File: config.mk
export PLATFORM = sky130hd
export DESIGN_NAME = mod_bus_bridge_flat
export DESIGN_NICKNAME = d
export VERILOG_FILES = /design/src/rtl/mod_bus_bridge_if.sv /design/src/rtl/mod_bus_bridge.sv /design/src/flat_wrapper.sv
export SDC_FILE = /design/constraint.sdc
export NUM_CORES = 1
export LEC_CHECK = 0
export BUFFER_PORTS_ARGS = -buffer_cell sky130_fd_sc_hd__buf_4
export CORE_AREA = 2 2 130 132
export DETAILED_ROUTE_END_ITERATION = 8
export DIE_AREA = 0 0 132 134
export PLACE_DENSITY_LB_ADDON = 0.15
export SLEW_MARGIN = 10
export SYNTH_ARGS = -nofsm -noshare
export SYNTH_HDL_FRONTEND = slang
export SYNTH_SLANG_ARGS = --single-unit
export TNS_END_PERCENT = 5
File: constraint.sdc
create_clock -name clk -period 1.5 [get_ports clk]
set_input_delay 0.075 -clock clk [delete_from_list [all_inputs] [get_ports clk]]
set_output_delay 0.075 -clock clk [all_outputs]
set_load 0.03 [all_outputs]
File: src/rtl/mod_bus_bridge_if.sv
// Bus bundle connecting the CPU data port, the bridge and up to four slaves.
interface mod_bus_bridge_if;
  localparam int unsigned AW = 32;
  localparam int unsigned DW = 32;
  localparam int unsigned NS = 4;

  logic            cpu_de;
  logic [AW-1:0]   cpu_daddr;
  logic [1:0]      cpu_drw;
  logic [DW-1:0]   cpu_din;
  logic [DW-1:0]   cpu_dout;
  logic            cpu_stall;
  logic [NS-1:0]   s_de;
  logic [AW-1:0]   s_daddr;
  logic [1:0]      s_drw;
  logic [DW-1:0]   s_din;
  logic [NS*DW-1:0] s_dout;
  logic            err;
  logic [AW-1:0]   err_addr;

  // Bridge view: master towards the slaves, answering the CPU.
  modport master (
    input  cpu_de, cpu_daddr, cpu_drw, cpu_din, s_dout,
    output cpu_dout, cpu_stall, s_de, s_daddr, s_drw, s_din, err, err_addr
  );

  // Environment view: CPU plus slaves.
  modport slave (
    output cpu_de, cpu_daddr, cpu_drw, cpu_din, s_dout,
    input  cpu_dout, cpu_stall, s_de, s_daddr, s_drw, s_din, err, err_addr
  );
endinterface

File: src/rtl/mod_bus_bridge.sv
// CPU data-side bridge to four memory-mapped slaves with wait states and registered read data.
// Optional macro BUS_ERR_EN: flags unmapped accesses on err/err_addr and returns 32'hdeadbeef on unmapped reads.
module mod_bus_bridge #(
  parameter logic [31:0] BASE0       = 32'h0000_0000,
  parameter logic [31:0] BASE1       = 32'hf000_0000,
  parameter logic [31:0] BASE2       = 32'hf010_0000,
  parameter logic [31:0] BASE3       = 32'hf020_0000,
  parameter logic [31:0] REGION_MASK = 32'hfff0_0000,
  parameter int unsigned WAIT_CYCLES = 1
) (
  input logic             clk,
  input logic             rst,
  mod_bus_bridge_if.master bus
);
  localparam int unsigned AW = 32;
  localparam int unsigned DW = 32;
  localparam int unsigned NS = 4;
  localparam int unsigned CW = 4;

  localparam logic [1:0] DRW_WR = 2'b01;
  localparam logic [1:0] DRW_RD = 2'b10;

  localparam logic [AW-1:0] BASES [NS] = '{BASE0, BASE1, BASE2, BASE3};

`ifdef BUS_ERR_EN
  localparam logic [DW-1:0] UNMAPPED_RD = 32'hdead_beef;
`else
  localparam logic [DW-1:0] UNMAPPED_RD = '0;
`endif

  typedef enum logic [1:0] {IDLE, ACCESS, RESP} state_e;

  state_e        state_q, state_d;
  logic [CW-1:0] cnt_q,   cnt_d;
  logic [AW-1:0] addr_q,  addr_d;
  logic [DW-1:0] din_q,   din_d;
  logic [1:0]    drw_q,   drw_d;
  logic [NS-1:0] sel_q,   sel_d;
  logic [DW-1:0] rdata_q, rdata_d;
`ifdef BUS_ERR_EN
  logic          err_q,      err_d;
  logic [AW-1:0] err_addr_q, err_addr_d;
`endif

  logic          req_c;
  logic [NS-1:0] dec_sel_c;
  logic [DW-1:0] slice_c;

  assign req_c = bus.cpu_de && (bus.cpu_drw == DRW_WR || bus.cpu_drw == DRW_RD);

  // Region decode; the lowest matching slave index wins.
  always_comb begin
    logic found;
    found     = 1'b0;
    dec_sel_c = '0;
    for (int i = 0; i < NS; i++) begin
      if (!found && ((bus.cpu_daddr & REGION_MASK) == BASES[i])) begin
        dec_sel_c[i] = 1'b1;
        found        = 1'b1;
      end
    end
  end

  always_comb begin
    slice_c = '0;
    for (int i = 0; i < NS; i++) begin
      if (sel_q[i]) slice_c = slice_c | bus.s_dout[i*DW +: DW];
    end
  end

  always_comb begin
    state_d       = state_q;
    cnt_d         = cnt_q;
    addr_d        = addr_q;
    din_d         = din_q;
    drw_d         = drw_q;
    sel_d         = sel_q;
    rdata_d       = rdata_q;
`ifdef BUS_ERR_EN
    err_d         = err_q;
    err_addr_d    = err_addr_q;
`endif
    bus.cpu_stall = 1'b0;
    bus.s_de      = '0;
    bus.s_drw     = '0;

    unique case (state_q)
      IDLE: begin
        if (req_c) begin
          bus.cpu_stall = 1'b1;
          addr_d        = bus.cpu_daddr;
          din_d         = bus.cpu_din;
          drw_d         = bus.cpu_drw;
          sel_d         = dec_sel_c;
          cnt_d         = CW'(WAIT_CYCLES);
          state_d       = ACCESS;
        end
      end
      ACCESS: begin
        bus.cpu_stall = 1'b1;
        bus.s_de      = sel_q;
        if (cnt_q != '0) begin
          cnt_d = cnt_q - CW'(1);
        end else begin
          // Strobe only in the final access cycle so each transfer writes once.
          bus.s_drw = drw_q;
          if (drw_q == DRW_RD) rdata_d = (sel_q != '0) ? slice_c : UNMAPPED_RD;
          else                 rdata_d = '0;
`ifdef BUS_ERR_EN
          if (sel_q == '0) begin
            err_d      = 1'b1;
            err_addr_d = addr_q;
          end else if (drw_q == DRW_RD && sel_q[0] && (addr_q & ~REGION_MASK) == '0) begin
            err_d = 1'b0;
          end
`endif
          state_d = RESP;
        end
      end
      RESP:    state_d = IDLE;
      default: state_d = IDLE;
    endcase
  end

  assign bus.s_daddr  = addr_q & ~REGION_MASK;
  assign bus.s_din    = din_q;
  assign bus.cpu_dout = rdata_q;

`ifdef BUS_ERR_EN
  assign bus.err      = err_q;
  assign bus.err_addr = err_addr_q;
`else
  assign bus.err      = 1'b0;
  assign bus.err_addr = '0;
`endif

  always_ff @(posedge clk) begin
    if (rst) begin
      state_q <= IDLE;
      cnt_q   <= '0;
      addr_q  <= '0;
      din_q   <= '0;
      drw_q   <= '0;
      sel_q   <= '0;
      rdata_q <= '0;
    end else begin
      state_q <= state_d;
      cnt_q   <= cnt_d;
      addr_q  <= addr_d;
      din_q   <= din_d;
      drw_q   <= drw_d;
      sel_q   <= sel_d;
      rdata_q <= rdata_d;
    end
  end

`ifdef BUS_ERR_EN
  always_ff @(posedge clk) begin
    if (rst) begin
      err_q      <= 1'b0;
      err_addr_q <= '0;
    end else begin
      err_q      <= err_d;
      err_addr_q <= err_addr_d;
    end
  end
`endif

endmodule

File: src/flat_wrapper.sv
// flat-port wrapper written by rule: the top's interface ports become plain ports
module mod_bus_bridge_flat 
#(
  parameter logic [31:0] BASE0       = 32'h0000_0000,
  parameter logic [31:0] BASE1       = 32'hf000_0000,
  parameter logic [31:0] BASE2       = 32'hf010_0000,
  parameter logic [31:0] BASE3       = 32'hf020_0000,
  parameter logic [31:0] REGION_MASK = 32'hfff0_0000,
  parameter int unsigned WAIT_CYCLES = 1
)
  (clk, rst, bus_cpu_de, bus_cpu_daddr, bus_cpu_drw, bus_cpu_din, bus_s_dout, bus_cpu_dout, bus_cpu_stall, bus_s_de, bus_s_daddr, bus_s_drw, bus_s_din, bus_err, bus_err_addr);
  mod_bus_bridge_if bus_i ();
  input logic clk;
  input logic rst;
  input wire logic [$bits(bus_i.cpu_de)-1:0] bus_cpu_de;
  input wire logic [$bits(bus_i.cpu_daddr)-1:0] bus_cpu_daddr;
  input wire logic [$bits(bus_i.cpu_drw)-1:0] bus_cpu_drw;
  input wire logic [$bits(bus_i.cpu_din)-1:0] bus_cpu_din;
  input wire logic [$bits(bus_i.s_dout)-1:0] bus_s_dout;
  output wire logic [$bits(bus_i.cpu_dout)-1:0] bus_cpu_dout;
  output wire logic [$bits(bus_i.cpu_stall)-1:0] bus_cpu_stall;
  output wire logic [$bits(bus_i.s_de)-1:0] bus_s_de;
  output wire logic [$bits(bus_i.s_daddr)-1:0] bus_s_daddr;
  output wire logic [$bits(bus_i.s_drw)-1:0] bus_s_drw;
  output wire logic [$bits(bus_i.s_din)-1:0] bus_s_din;
  output wire logic [$bits(bus_i.err)-1:0] bus_err;
  output wire logic [$bits(bus_i.err_addr)-1:0] bus_err_addr;
  assign bus_i.cpu_de = bus_cpu_de;
  assign bus_i.cpu_daddr = bus_cpu_daddr;
  assign bus_i.cpu_drw = bus_cpu_drw;
  assign bus_i.cpu_din = bus_cpu_din;
  assign bus_i.s_dout = bus_s_dout;
  assign bus_cpu_dout = bus_i.cpu_dout;
  assign bus_cpu_stall = bus_i.cpu_stall;
  assign bus_s_de = bus_i.s_de;
  assign bus_s_daddr = bus_i.s_daddr;
  assign bus_s_drw = bus_i.s_drw;
  assign bus_s_din = bus_i.s_din;
  assign bus_err = bus_i.err;
  assign bus_err_addr = bus_i.err_addr;
  mod_bus_bridge #(.BASE0(BASE0), .BASE1(BASE1), .BASE2(BASE2), .BASE3(BASE3), .REGION_MASK(REGION_MASK), .WAIT_CYCLES(WAIT_CYCLES)) u_core (.clk(clk), .rst(rst), .bus(bus_i));
endmodule
## After elaboration in Yosys (flattened, before gate mapping)

Index checks and enable logic that the tools add are counted.
W data, S select, Z words.

| cells by class | value |
|---|---|
| multiplexer cells | 23 |
| bitwise operators | 4 |
| reductions and logical operators | 17 |
| equal/unequal tests | 10 |
| add/subtract/negate cells | 1 |

Operator list:

| kind | number |
|---|---|
| $mux W32 | 6 |
| $or A32 B32 Y32 | 3 |
| $eq A12 B12 Y1 const B | 3 |
| $logic_not A32 Y1 | 1 |
| $mux W4 | 3 |
| $mux W2 | 4 |
| $pmux W4 S2 | 1 |
| $reduce_bool A4 Y1 | 2 |
| $mux W1 | 7 |
| $reduce_and A2 Y1 | 3 |
| $eq A2 B1 Y1 const B | 2 |
| $eq A2 B2 Y1 const B | 2 |
| $logic_and A1 B1 Y1 | 4 |
| $ne A2 B1 Y1 const B | 2 |
| $pmux W2 S2 | 1 |
| $sub A4 B1 Y4 const B | 1 |
| $logic_not A1 Y1 | 3 |
| $reduce_and A3 Y1 | 1 |
| $logic_not A2 Y1 | 1 |
| $ne A2 B2 Y1 const B | 1 |
| $pmux W1 S2 | 1 |
| $reduce_bool A2 Y1 | 1 |
| $logic_or A1 B1 Y1 | 1 |
| $not A1 Y1 | 1 |

| word-level totals | value |
|---|---|
| register bits after elaboration | 96 |
| bits of input ports | 197 |
| logic and storage cells | 62 |
| output and inout bits | 136 |

## Longest topological paths before layout

| logic depth | value |
|---|---|
| depth after elaboration | 11 |
| gate-level depth with buffers | 6 |
| depth with buffers taken out | 5 |

## Least setup slack after synthesis

Ideal clock, no wire load.

| timing | value |
|---|---|
| path kind | reg-to-reg |
| start point | reg u_core.cnt_q[0] |
| end point | reg u_core.rdata_q[28], in the netlist u_core.bus.cpu_dout[28] |
| setup time | 0.132 ns |
| cell stages (with the launch flop) | 7 |
| path slack | -0.100 ns |
| period minus slack after synthesis | 1.600 ns |
| data required time | 1.368 ns |
| path buffers | 1 |
| arrival | 1.468 ns |
| path through | dfxtp_1 inv_1 ha_1 or3b_2 o21ai_2 buf_4 o32ai_1 |

| between the ends | value |
|---|---|
| longest elaborated chain between the ends | 3 |

Ends and longest elaborated chain:

| element | RTL line | source |
|---|---|---|
| start, declared | mod_bus_bridge.sv:34 | `logic [CW-1:0] cnt_q, cnt_d;` |
| start signal, assigned | mod_bus_bridge.sv:148 | `cnt_q <= cnt_d;` |
| $reduce_bool A4 Y1 | mod_bus_bridge.sv:102 | `if (cnt_q != '0) begin` |
| $not A1 Y1 (no source line) | - |  |
| $reduce_and A2 Y1 (no source line) | - |  |
| end signal, assigned | mod_bus_bridge.sv:153 | `rdata_q <= rdata_d;` |
| end, declared | mod_bus_bridge.sv:39 | `logic [DW-1:0] rdata_q, rdata_d;` |

Every way passes these cells.
A chain may end at the register's enable or synchronous reset.

## Final worst setup path

| timing | value |
|---|---|
| start point | reg u_core.cnt_q[0] |
| end point | out bus_s_drw[0] |

| between the ends | value |
|---|---|
| longest elaborated chain between the ends | 3 |

Ends and longest elaborated chain:

| element | RTL line | source |
|---|---|---|
| $reduce_bool A4 Y1 | mod_bus_bridge.sv:102 |  |
| $mux W2 | mod_bus_bridge.sv:102 |  |
| $mux W2 | mod_bus_bridge.sv:87 | `unique case (state_q)` |
| end, declared | flat_wrapper.sv:24 | `output wire logic [$bits(bus_i.s_drw)-1:0] bus_s_drw;` |

Every way passes these cells.

==> impl_summary.txt <==
----------------------------------------------------
[Worst hold path]
  Hold Startpoint ... bus_cpu_daddr[1]
  Type of the most critical hold path ... primary input to register

[Global routing]
  Via count of the first global-routing pass ... 5392
  Top Usage Layer GRT ... met2
  M3 GR Usage ... 6.20%
  Remaining global-route overflow ... 0
  Maximum number of pins on one net before global-route repair ... 58
  Initial antenna violation count ... 0
  Global-route usage over all layers ... 20.4%
  Global-route wire length before repair ... 28800 um
  Global routing usage on met1 ... 22.3%
  GR Util met2 ... 37.7%

[Critical path]
  Critical path required time ... 1.42 ns
  Crit Path Class ... register to output pin
  Startpoint types ... register
  Startpoint of the lowest-slack register-to-register path ... u_core.cnt_q[0]
  Last element of the critical path ... bus_s_drw[0]
  Slowest Stage Delay on Critical Path ... 0.32 ns
  List of cells traversed by the critical path ... inv_2 > ha_4 > nor3b_4 > buf_6 > and3_4 > buf_6
  Endpoint of the most critical register-to-register path ... u_core.bus.cpu_dout[2]
  Data arrival time of the critical path ... 1.53 ns
  Critical path's top delay family ... simple AND/OR/NAND/NOR gates
  Depth of the worst register-to-register path ... 7
  CP max FO ... 3
  Critical path capture point type ... output pin
  Slowest stage cell, crit path ... sky130_fd_sc_hd__dfxtp_2
  Number of cells on the critical path ... 6
  Bufs and invs on worst path ... 3
  CP startpoint ... u_core.cnt_q[0]
  Most frequent CP cell ... sky130_fd_sc_hd__buf_6
  Worst-case register-to-register setup slack ... -0.08 ns

[Layout]
  Ratio of cells with drive above 1 in the final layout ... 42.0%
  Final net count ... 1062
  Filler cell count ... 1551
  Post-route cell area ... 0.00799 mm^2
  Final standard cell utilization of the core ... 49.1%
  Final cell count without fillers ... 1089
  P&R area growth vs syn ... 69.7%
  Final antenna diode count ... 0

[STA]
  Achievable Freq ... 623 MHz
  Setup tns final ... -2.10 ns
  Final worst setup slack ... -0.105 ns
  Final Hold Violating Endpoints ... 0
  Fin. max-slew vios ... 0
  Final setup violation count ... 40
  Final min period ... 1.60 ns
  Worst-case hold slack ... 0.0156 ns
  Setup skew after layout ... 0.00706 ns
  Unrepaired setup endpoints after global routing ... yes
  Final period util ... 107%

[Placement]
  Post-Place Worst Slack ... -0.113 ns
  DP HPWL ... 13400 um
  Placer Congestion ... 0.900
  DP Area ... 0.00704 mm^2
  # placed instances ... 1020
  Total of buffers placed on input and output ports ... 287

[Clocking]
  Worst-skew pair later-pin latency ... 0.35 ns
  TritonCTS buffer count ... 9
  TritonCTS clock tree ... built
  Total clock sinks ... 96
  H-tree levels ... 3
  Clk pin slew, worst setup/hold paths ... 0.08 ns
  Clk Tree Root Cell ... sky130_fd_sc_hd__clkbuf_16
  Maximum buffer depth of the clock tree ... 2

[Power]
  Power density cells ... 825 mW/mm^2
  VDD IR-drop max ... 487 uV
  Static leakage ... 3.36 nW
  Total power consumption of the routed design ... 6.60 mW

[Synthesis]
  Top cell type's share of synthesized area ... 40.8%
  Average size of a mapped cell ... 8.62 um^2
  Number of synthesized flops with an enable pin ... 0
  Async set or reset register ratio after synthesis ... 0%
  Yosys warnings ... 0
  Share of synthesized area occupied by flip-flops and latches ... 40.8%
  Post-synth top cells ... 96 x sky130_fd_sc_hd__dfxtp_1, 55 x sky130_fd_sc_hd__a21oi_1, 55 x sky130_fd_sc_hd__nand3_1, 55 x sky130_fd_sc_hd__o21ai_0, 48 x sky130_fd_sc_hd__buf_4
  Commonest register cell after synthesis ... sky130_fd_sc_hd__dfxtp_1
  Combined area of all synthesized cells ... 0.00471 mm^2
  Count of different cell masters after synthesis ... 44
  Flop and latch count out of synthesis ... 96
  Biggest area contributors in the synthesized netlist ... sky130_fd_sc_hd__dfxtp_1 41%, sky130_fd_sc_hd__buf_4 7.7%, sky130_fd_sc_hd__a221oi_1 6.0%, sky130_fd_sc_hd__a22o_1 6.0%, sky130_fd_sc_hd__o32ai_1 6.0%
  Cell count after synthesis ... 546
  Leading cell type by number of instances after synthesis ... sky130_fd_sc_hd__dfxtp_1
  Dominant cell type by area after synthesis ... sky130_fd_sc_hd__dfxtp_1

[Floorplan]
  Vertical die dimension ... 134 um
  Effective utilization at floorplan ... 28.9%
  Core Box Area ... 0.0163 mm^2
  Die span in x ... 132 um
  Core Rows ... 47
  Top-level I/O count ... 333
  Total die area ... 0.0177 mm^2

[Routing]
  Total Wirelength ... 19000 um
  Count of unresolved DRC violations after routing ... 0
  Initial DRC Count ... 246
  Detail Route Antenna Nets ... 0
  Via count ... 5470
  Total iterations of the first detailed-routing run ... 5
  Routed WL per cell ... 17.4 um
  Per-cell via count in the routed design ... 5.02

[Run status]
  Outcome ... complete, but fails checks
  Violated checks ... setup timing

[Job]
  Max cap viols ... 0

----------------------------------------------------
==> routing by layer <==
layer,up-vias,routed length (um)
met5,-,0
met4,0,311
met3,17,1590
met2,238,9960
met1,2624,7120
li1,2591,-
==> cells in the final DEF (no fill, tap or decap), types with 2 or more instances in the layout <==
cell	netlist	routed
sky130_fd_sc_hd__buf_4	48	304
sky130_fd_sc_hd__dfxtp_1	96	92
sky130_fd_sc_hd__a21oi_1	55	55
sky130_fd_sc_hd__nand3_1	55	55
sky130_fd_sc_hd__o21ai_0	55	55
sky130_fd_sc_hd__dlygate4sd3_1	0	48
sky130_fd_sc_hd__conb_1	1	45
sky130_fd_sc_hd__inv_1	36	34
sky130_fd_sc_hd__a22o_1	32	32
sky130_fd_sc_hd__a221oi_1	32	32
sky130_fd_sc_hd__o32ai_1	32	18
sky130_fd_sc_hd__o32ai_2	0	14
sky130_fd_sc_hd__clkbuf_16	0	9
sky130_fd_sc_hd__buf_12	0	9
sky130_fd_sc_hd__and2_1	4	4
sky130_fd_sc_hd__nor2_1	4	4
sky130_fd_sc_hd__o211ai_1	4	4
sky130_fd_sc_hd__o21ai_1	4	4
sky130_fd_sc_hd__dfxtp_2	0	4
sky130_fd_sc_hd__nand4b_1	3	3
sky130_fd_sc_hd__buf_6	3	3
sky130_fd_sc_hd__inv_2	0	2
sky130_fd_sc_hd__and3_4	0	2
sky130_fd_sc_hd__or4_1	2	2
sky130_fd_sc_hd__nand2_1	2	2
sky130_fd_sc_hd__nor4_1	2	2
sky130_fd_sc_hd__nor3_1	2	2
sky130_fd_sc_hd__inv_8	0	2
sky130_fd_sc_hd__inv_6	0	2
==> state kept, by name, indices dropped and copies added (netlist names) <==
signal and cells:
u_core.addr_q 20, u_core.bus.cpu_dout 32, u_core.bus.s_din 32, u_core.cnt_q 4, u_core.drw_q 2, u_core.sel_q 4, u_core.state_q 2
==> area by class of cell <==
cell class	instances	area (um^2)	area share [%]
multi-input cells	357	2390	29.9
well taps	220	275	3.45
inverters	36	135	1.69
clock buffers	9	225	2.82
repair buffers	364	2980	37.3
flip-flops and latches	96	1930	24.1
clock inverters	7	61.3	0.767
==> tightest hold or removal path, cell delays in order <==
cell	delay, ns
sky130_fd_sc_hd__buf_4	0.11
sky130_fd_sc_hd__nand3_1	0.07
sky130_fd_sc_hd__a21oi_1	0.06
==> power breakdown <==
| group | total [mW] | switching [mW] | internal [mW] |
|---|---|---|---|
| Sequential | 2.70 | 0.0533 | 2.65 |
| Clock | 2.26 | 1.10 | 1.16 |
| Combinational | 1.64 | 0.889 | 0.747 |
| Total | 6.60 | 2.04 | 4.55 |
==> cells by family after synthesis <==
logic type | count (synthesis) | share of synthesized area [%]
adders and majority gates | 1 | 0.266
xor gates and xnor gates | 2 | 0.372
other | 1 | 0.0796
and+or+nand+nor | 88 | 11.0
AOI/OAI and AO/OA | 221 | 31.8
buffers and inverters | 137 | 15.6
DFF | 96 | 40.8
==> worst min-delay path by stage <==
stage	cells past startpoint	slack, ns	endpoint
final	3	0.02	u_core.addr_q[1]
after global routing	3	0.006	u_core.addr_q[5]
after CTS	2	0.001	u_core.state_q[0]
after detailed placement	3	0.34	u_core.bus.s_din[25]
after global placement	3	0.34	u_core.bus.s_din[29]
after floorplan	2	0.22	u_core.addr_q[0]
==> timing repair <==
action | CTS | global route
endpoints found under the hold margin | 48 | 0
pin swaps | 4 | 0
hold buffers | 48 | 0
setup endpoints to repair | 39 | 40
gates resized for setup | 13 | 13
buffers inserted | 4 | 1
cloned | 0 | 0
No activity file was read; power rests on OpenSTA's default activity.
